### src/rtl/data_sram_ctrl.sv
// Multi-cycle bridge from the core data-memory port to a single-port synchronous SRAM
// with fixed read latency; stalls the pipeline until each access completes.
module data_sram_ctrl #(
    parameter int ADDR_W      = 32,
    parameter int WAIT_CYCLES = 2
) (
    input  logic              clk,
    input  logic              rst,
    input  logic              ce_i,
    input  logic              we_i,
    input  logic [ADDR_W-1:0] addr_i,
    input  logic [3:0]        sel_i,
    input  logic [31:0]       data_i,
    output logic [31:0]       data_o,
    output logic              stallreq_o,
    output logic              sram_ce_o,
    output logic              sram_we_o,
    output logic [ADDR_W-3:0] sram_addr_o,
    output logic [3:0]        sram_be_o,
    output logic [31:0]       sram_wdata_o,
    input  logic [31:0]       sram_rdata_i
);

    typedef enum logic [1:0] {
        IDLE,
        ACCESS,
        DONE
    } state_t;

    state_t      state;
    state_t      next_state;
    logic [3:0]  cnt;
    logic        live;
    logic        req_we;
    logic [31:0] rdata;

    // Byte offset bits are meaningless to a word-wide SRAM.
    logic unused_addr_bits;
    assign unused_addr_bits = ^addr_i[1:0];

    always_ff @(posedge clk or negedge rst) begin
        if (!rst) begin
            state <= IDLE;
        end else begin
            state <= next_state;
        end
    end

    always_comb begin
        next_state = state;
        case (state)
            IDLE:    if (ce_i) next_state = ACCESS;
            ACCESS:  if (cnt == 4'd0) next_state = DONE;
            DONE:    next_state = IDLE;
            default: next_state = IDLE;
        endcase
    end

    // The registered sram_* outputs double as the latched request: they are loaded
    // on acceptance, so they are valid from the first ACCESS cycle and stay stable.
    always_ff @(posedge clk or negedge rst) begin
        if (!rst) begin
            cnt          <= 4'd0;
            live         <= 1'b0;
            req_we       <= 1'b0;
            rdata        <= 32'd0;
            sram_ce_o    <= 1'b0;
            sram_we_o    <= 1'b0;
            sram_addr_o  <= '0;
            sram_be_o    <= 4'd0;
            sram_wdata_o <= 32'd0;
        end else begin
            case (state)
                IDLE: begin
                    if (ce_i) begin
                        req_we       <= we_i;
                        cnt          <= 4'(WAIT_CYCLES);
                        live         <= 1'b1;
                        sram_ce_o    <= 1'b1;
                        sram_we_o    <= we_i;
                        sram_addr_o  <= addr_i[ADDR_W-1:2];
                        sram_be_o    <= sel_i;
                        sram_wdata_o <= data_i;
                    end
                end
                ACCESS: begin
                    sram_we_o <= 1'b0;
                    if (!ce_i) begin
                        live <= 1'b0;
                    end
                    if (cnt != 4'd0) begin
                        cnt <= cnt - 4'd1;
                    end else begin
                        if (!req_we) begin
                            rdata <= sram_rdata_i;
                        end
                        sram_ce_o    <= 1'b0;
                        sram_addr_o  <= '0;
                        sram_be_o    <= 4'd0;
                        sram_wdata_o <= 32'd0;
                    end
                end
                default: ;
            endcase
        end
    end

    // A flushed access (live cleared) neither releases the stall nor returns data.
    assign stallreq_o = ce_i & ~((state == DONE) & live);
    assign data_o     = ((state == DONE) && live && !req_we) ? rdata : 32'd0;

endmodule

### config.mk
export PLATFORM = sky130hd
export DESIGN_NAME = data_sram_ctrl
export DESIGN_NICKNAME = d
export VERILOG_FILES = /design/src/rtl/data_sram_ctrl.sv
export SDC_FILE = /design/constraint.sdc
export NUM_CORES = 1
export LEC_CHECK = 0
export BUFFER_PORTS_ARGS = -buffer_cell sky130_fd_sc_hd__buf_4
export CAP_MARGIN = 20
export CORE_MARGIN = 5
export CORE_UTILIZATION = 45
export CTS_CLUSTER_SIZE = 28
export DETAILED_ROUTE_END_ITERATION = 10
export GPL_TIMING_DRIVEN = 0
export PLACE_DENSITY = 0.9
export SETUP_SLACK_MARGIN = 0.3
export SKIP_LAST_GASP = 1
export SLEW_MARGIN = 20
export SYNTH_ARGS = -nofsm -noshare
export SYNTH_HDL_FRONTEND = slang
export SYNTH_SLANG_ARGS = --single-unit
### constraint.sdc
create_clock -name clk -period 2.6 [get_ports clk]
set_input_delay 0.52 -clock clk [delete_from_list [all_inputs] [get_ports clk]]
set_output_delay 0.52 -clock clk [all_outputs]
set_load 0.02 [all_outputs]
## Yosys cells after proc, flatten, opt, wreduce, memory -nomap -nowiden

Index checks and enable logic that the tools add are counted.

| word-level totals | value |
|---|---|
| bits in registers | 108 |
| input port bits | 104 |
| word-level logic and storage cells | 60 |

| cells by class | value |
|---|---|
| $add $sub $neg | 1 |
| bitwise logic cells | 5 |
| reductions and logical operators | 14 |
| muxes and demuxes | 23 |
| equal/unequal tests | 7 |

Operator list:

| cell | count |
|---|---|
| two-way mux 32 bit | 3 |
| case mux 32 bit (2 select lines) | 1 |
| two-way mux 30 bit | 2 |
| case mux 30 bit (2 select lines) | 1 |
| two-way mux 4 bit | 4 |
| case mux 4 bit (2 select lines) | 2 |
| AND reduction 3 bit | 4 |
| != test 2 bit, second input constant | 5 |
| case mux 1 bit (2 select lines) | 3 |
| AND reduction 2 bit | 3 |
| logical NOT 4 bit | 1 |
| two-way mux 1 bit | 4 |
| two-way mux 2 bit | 2 |
| case mux 2 bit (2 select lines) | 1 |
| nonzero test 4 bit | 1 |
| subtractor 4 x 1 -> 4 bit, second input constant | 1 |
| NOT 1 bit | 3 |
| AND 1 bit | 2 |
| == test 2 x 1 -> 1 bit, second input constant | 1 |
| == test 2 bit, second input constant | 1 |
| logical AND 1 bit | 2 |
| logical NOT 2 bit | 1 |
| nonzero test 2 bit | 1 |
| logical NOT 1 bit | 1 |

## Depth between registers and ports, before layout

Gate-level depths: netlist of the first run.

| depth | value |
|---|---|
| depth in word-level cells | 4 |
| depth in mapped cells | 7 |

## Worst setup path after synthesis of the first run

No wires, ideal clock.

| path | value |
|---|---|
| path kind | flip-flop to flip-flop |
| start point | reg cnt[0] |
| end point | reg rdata[10] |
| data required time | 2.475 ns |
| clock period less this slack | 2.048 ns |
| arrival time | 1.923 ns |
| stages on the path, launching flop included | 8 |
| slack | 0.552 ns |
| library setup time | 0.125 ns |
| cells stage by stage | dfrtp_1 > inv_1 > ha_1 > or3b_1 > or3_1 > buf_6 > buf_12 > mux2_4 |

| between the ends | value |
|---|---|
| cells in the longest elaborated chain, start to end | 3 |

RTL lines:

| element | RTL line | RTL |
|---|---|---|
| start, declared | 32 | `logic [3:0] cnt;` |
| start signal, assigned | 77 | `cnt <= 4'(WAIT_CYCLES);` |
| start signal, assigned | 92 | `cnt <= cnt - 4'd1;` |
| nonzero test 4 bit | 91 | `if (cnt != 4'd0) begin` |
| NOT 1 bit (no line) | - |  |
| AND reduction 3 bit (no line) | - |  |
| end signal, assigned | 95 | `rdata <= sram_rdata_i;` |
| end, declared | 35 | `logic [31:0] rdata;` |

Every way passes these cells.
A chain may end at the register's enable or synchronous reset.

## Worst setup path in the final report of the first run

| path | value |
|---|---|
| start point | reg state[0] |
| end point | out data_o[23] |

| between the ends | value |
|---|---|
| cells in the longest elaborated chain, start to end | 4 |

RTL lines:

| element | RTL line | RTL |
|---|---|---|
| start, declared | 30 | `state_t state;` |
| start signal, assigned | 45 | `state <= next_state;` |
| == test 2 bit | 110 | `assign data_o = ((state == DONE) && live && !req_we) ? rdata : 32'd0;` |
| logical AND 1 bit (2 in series) | 110 |  |
| two-way mux 32 bit | 110 |  |
| end, declared | 14 | `output logic [31:0] data_o,` |

Every way passes these cells.

==> metrics.cfg, run 1 <==
[worst_setup_path]
critPathLaunchType=register
path_cells=clkbuf_8 -> nand3b_1 -> nor2_4 -> buf_12 -> buf_8 -> and2_4 -> buf_6
critPathMaxFanout=8
max_stage_delay_ns=0.40
crit_type=reg -> out
crit_slowest_cell=dfrtp_1
crit_family=buffers and inverters
crit_buf_inv=4
required_ns=2.08
worstSetupEndpointType=output pin
worstPathArrival_ns=1.74

[synthesis]
synth_area_per_cell_um2=14.2
yosysMostFrequentCell=dfrtp_1
ys_seq_area_share_pct=61.6
synth.area.top_cells=dfrtp_1 (62%), a22o_1 (13%), mux2_4 (10%)
yosys-top-cells-count=dfrtp_1 (108), a22o_1 (66), and2_1 (35), mux2_4 (30), clkbuf_1 (11)
synth_top_area_share_pct=61.6
yosys.cell_types.count=31
yosysTopAreaCell=dfrtp_1
ys_ff_latch=108
yosysWarnings=0
syn-cell-area_um2=4390
syn_inst=308
synth-async-reset-ratio_pct=100
synth_nets=414
ys.flop_type=dfrtp_1
synth-edff-count=0

[job]
cap_violations=0

[min_path]
hold_path.class=in -> async

[clock_tree]
cts_sinks=108
cts_buffers=9
root_buffer=clkbuf_8
cts.htree.levels=3
clk_latency_ns=0.35
cts.clk_slew.worst_paths_ns=0.10
clock_path_buffers=2
cts_tree=built
cts_hold_buf=0

[grt]
grt_max_degree=109
overflow=0
antenna_found_initial=0
grt_pass1_wl_um=18500
track_usage_pct=20.0
first_global_vias=3559

[power]
leakage_nw=3.44
finalPower_w=0.00704
power.density_nw_per_um2=1070
peakVddDrop_mv=0.590

[route]
drc=0
wl_met2_um=6180
routed-via-count=3354
wl_met1_um=4810
dr.pass1.iters=4
wl_per_cell_um=18.0
wl_met3_um=881
viasPerCell=5.04
drtIter0Drc=155
drt_wl_total_um=12000
drtAntennaViolNets=0
routed.top_layer=met4

[sta]
rsz0062_at_grt=true
worst-slew-pin-transition_ns=0.952
slew_viol_final=0
worst_hold_slack_ns=0.288
setup_viol=0
fin_tns_setup_ns=0
hold_viol=0
fin_skew_ns=0.00818
period_share_pct=87.0
fin_crit_ns=2.26
fmax_ghz=0.442
relSlewSlack_pct=36.6

[cells_and_area]
fin_nets=635
drive_gt1_share_pct=56.5
multi_input_area_um2=1610
n_antenna_cell=0
seqCellArea_um2=2700
nFillCells=684
area_delta_synth_final_pct=50.4

[floorplanning]
dieArea_um2=11800
start_util_pct=45.5
coreArea_um2=9640
core.rowCount=36
die_w_um=109
fp.dieH_um=109
io_pins=205

[placement]
io_buffer_count=202
place.gp.congestion=0.826
hpwl_um=8490

[outcome]
status=complete, no violations

-- per-layer routing --
metal | vias up | global-route usage (%)
li1 | 1551 | -
met1 | 1666 | 24.9
met2 | 128 | 34.5
met3 | 9 | 5.15
met4 | 0 | 5.32
met5 | - | 0
-- final cells by class --
type	instances	share of cell area [%]
well taps	133	2.52
inverters	3	0.171
clock inverters	4	0.758
multi-input cells	174	24.4
clock buffers	11	2.14
flip-flops and latches	108	40.9
repair buffers	210	26.2
plain buffers	23	2.86
-- worst reg2reg max path, stage by stage, from the launching register on --
cell     delay (ns)
dfrtp_1        0.42
inv_1          0.12
ha_1           0.20
or3b_1         0.39
or3_1          0.37
buf_6          0.15
buf_12         0.15
mux2_4         0.30
-- kinds of logic after synthesis --
family / Yosys count / synth area share (%)
flops: 108 / 61.6
compound gates: 76 / 14.6
simple gates: 63 / 8.64
mux: 33 / 11.0
buf+inv: 26 / 3.56
fa+ha+maj: 2 / 0.570
-- power breakdown --
| part | internal [W] | total [W] | switching (W) |
|---|---|---|---|
| logic | 0.00165 | 0.00314 | 0.00149 |
| registers | 0.00242 | 0.00290 | 0.000479 |
| clock network | 0.000466 | 0.00100 | 0.000536 |
| total | 0.00453 | 0.00704 | 0.00251 |
-- stage by stage --
| stage | setup WS, ns | util, % | cell area, um2 | cells |
|---|---|---|---|---|
| after global routing | 0.253 | 68.5 | 6600 | 666 |
| final | 0.339 | 68.5 | 6600 | 666 |
| after CTS | 0.284 | 68.2 | 6580 | 665 |
| after floorplan | 0.552 | - | 4390 | 308 |
| after detailed placement | 0.213 | 63.0 | 6070 | 643 |
| after global placement | 0.277 | 63.0 | 6070 | 643 |
-- flip-flops by register name (all words and copies together), names as in the netlist, 2 cells and up --
signal        flops
sram_wdata_o     32
sram_addr_o      30
state             2
rdata            32
cnt               4
sram_be_o         4
-- layout by cell type, fill, tap and decap left out, types with 4 or more instances in the layout --
cell type  instances
clkbuf_1           8
o21ai_0            4
mux2_4            30
buf_12             4
buf_4            175
a22o_1            66
nand2_1            7
clkbuf_8          11
and2_1             5
and2_4            30
nor2b_1            4
buf_6             32
buf_1              6
dfrtp_1          108
buf_8              6
-- repair_timing --
item                       in CTS  in global routing
setup endpoints to repair      32                 30
cloned                          3                  0
hold endpoints to repair        0                  0
gates resized for setup        73                 10
buffers inserted                4                  1
pin swaps                      13                 12
-- path summary, 6_finish.rpt --
| kind | start | endpoint | slack [ns] | cells past startpoint |
|---|---|---|---|---|
| max in group asynchronous | rst | cnt[3]$_DFFE_PN0P_ | 1.69 | 1 |
| worst min register to register | rdata[31]$_DFFE_PN0P_ | rdata[31]$_DFFE_PN0P_ | 0.51 | 1 |
| worst max register to register | cnt[0]$_DFFE_PN0P_ | rdata[17]$_DFFE_PN0P_ | 0.39 | 7 |
| worst max-delay path | state[0]$_DFFE_PN0P_ | data_o[23] | 0.34 | 7 |
| worst min-delay path | rst | rdata[21]$_DFFE_PN0P_ | 0.29 | 1 |
| min in group clk | data_i[2] | sram_wdata_o[2]$_DFFE_PN0P_ | 0.38 | 2 |
Note: power is estimated with default switching activity, not from simulation.
==> run 2: changes to the inputs <==
--- a/config.mk
+++ b/config.mk
@@ -7,6 +7,7 @@
 export LEC_CHECK = 0
 export BUFFER_PORTS_ARGS = -buffer_cell sky130_fd_sc_hd__buf_4
 export CAP_MARGIN = 20
+export CORE_ASPECT_RATIO = 0.75
 export CORE_MARGIN = 5
 export CORE_UTILIZATION = 45
 export CTS_CLUSTER_SIZE = 28
==> run 2 against run 1 <==
Sequential share of layout area shrank 0.73 points; clock-buffer cell count decreased by 2; via count stayed put; flip-flop and latch count did not move; first-iteration DRC count is 7.1% higher; largest cell class unchanged; clock power grew 59%; non-clock buffer count fell by 2; critical path type unchanged; sequential power hardly changed; utilization is 1.7 points higher; maximum frequency rose by 0.62%.
==> metrics.cfg, run 2 (synthesized netlist as in run 1, its figures left out) <==
[outcome]
status=complete, no violations

[floorplanning]
die_w_um=124
io_pins=205
coreArea_um2=9580
dieArea_um2=11800
fp.dieH_um=95.5
core.rowCount=31
start_util_pct=45.8

[clock_tree]
clock_path_buffers=2
cts_tree=built
cts_sinks=108
cts.clk_slew.worst_paths_ns=0.07
clk_latency_ns=0.34
cts.htree.levels=3
root_buffer=clkbuf_16
cts_buffers=9

[cells_and_area]
final_common_cell=buf_4
drive_gt1_share_pct=56.0
nFillCells=637
layout_common_cells=buf_4 (174), dfrtp_1 (108), a22o_1 (66), buf_6 (32), mux2_4 (30)
n_antenna_cell=0
fin_nets=633
area_delta_synth_final_pct=53.2
reg.largest.list=rdata x32, sram_wdata_o x32, sram_addr_o x30

[grt]
grt_max_degree=109
track_usage_pct=18.9
overflow=0
first_global_vias=3463
gr-usage-met2_pct=30.5
use_met1_pct=25.2
use_met3_pct=5.28
top_usage_layer=met2
grt_pass1_wl_um=17500
antenna_found_initial=0

[sta]
slew_viol_final=0
fin_tns_setup_ns=0
fin_crit_ns=2.25
period_share_pct=86.4
relSlewSlack_pct=34.9
fmax_ghz=0.445
worst_hold_slack_ns=0.266
worst-slew-pin-transition_ns=0.977
setup_viol=0
hold_viol=0
fin_skew_ns=0.0104
rsz0062_at_grt=true

[power]
peakVddDrop_mv=0.674
power.density_nw_per_um2=1130
leakage_nw=3.51

[route]
drtAntennaViolNets=0
drtIter0Drc=166
viasPerCell=5.05
dr.pass1.iters=4
wl_per_cell_um=17.7
drt_wl_total_um=11800
drc=0
routed-via-count=3354

[worst_setup_path]
worstPathArrival_ns=1.73
crit_type=reg -> out
critPathMaxFanout=8
critPathLaunchType=register
worstSetupEndpointType=output pin
required_ns=2.08

[placement]
io_buffer_count=202
place.gp.congestion=0.752
hpwl_um=8260

[job]
cap_violations=0

[min_path]
hold_path.class=in -> async

## run 2: cell types whose count changed in the layout (fill, tap and decap cells not counted), sizes merged
cell,before,now
bufinv,1,3
inv,3,7
clkinvlp,2,0
buf,225,216
clkinv,1,0
clkbuf,19,24
## run 2: final cells by class
type	count	area (um2)	area share, %
clock inverters	7	128	1.90
repair buffers	208	1700	25.3
inverters	3	11.3	0.168
well taps	132	165	2.46
clock buffers	9	225	3.35
flip-flops and latches	108	2700	40.2
multi-input cells	174	1590	23.7
plain buffers	23	191	2.85
## run 2: worst paths after layout
check / endpoint / cells after the start / startpoint / slack (ns)
min in group clk: sram_addr_o[8]$_DFFE_PN0P_ / 2 / addr_i[10] / 0.39
min: sram_addr_o[22]$_DFFE_PN0P_ / 1 / rst / 0.27
max in group asynchronous: rdata[8]$_DFFE_PN0P_ / 1 / rst / 1.64
min reg2reg: sram_be_o[3]$_DFFE_PN0P_ / 1 / sram_be_o[3]$_DFFE_PN0P_ / 0.50
max: data_o[28] / 7 / state[0]$_DFFE_PN0P_ / 0.35
max reg2reg: rdata[24]$_DFFE_PN0P_ / 7 / cnt[0]$_DFFE_PN0P_ / 0.39
## run 2: through the flow
stage          cell area (um2)  util [%]  power (W)  std cells  setup WS [ns]
2_1_floorplan             4390         -    0.00473        308          0.552
3_3_place_gp              6070      63.4    0.00582        642          0.358
3_5_place_dp              6070      63.4    0.00597        642          0.267
4_1_cts                   6570      68.5    0.00765        664          0.328
5_1_grt                   6720      70.1    0.00804        664          0.249
6_report                  6720      70.1    0.00763        664          0.353
## run 2: metal layers
metal  vias up  routed length (um)  part of all wire (%)
met3        14                 879                   7.5
met4         0                 150                   1.3
met2       134                5800                    49
met1      1653                4930                    42
met5         -                   0                     0
li1       1553                   -                     -
## run 2: where the power goes
part / switching [W] / total, W / internal, W
combinational: 0.00150 / 0.00315 / 0.00165
clock: 0.000631 / 0.00159 / 0.000959
sequential: 0.000469 / 0.00289 / 0.00242
total: 0.00260 / 0.00763 / 0.00503
## run 2: critical path, stage by stage, from the launching register on
cell,delay (ns)
dfrtp_1,0.38
clkbuf_8,0.13
nand3b_1,0.20
nor2_4,0.14
buf_12,0.14
clkbuf_8,0.14
and2_1,0.14
buf_6,0.12
## run 2: what timing repair did
action / in CTS / in global routing
pin swaps: 1 / 1
setup buffers: 3 / 0
endpoints found under the setup margin: 32 / 67
cloned: 3 / 0
hold buffers: 0 / 0
resized for setup: 23 / 53
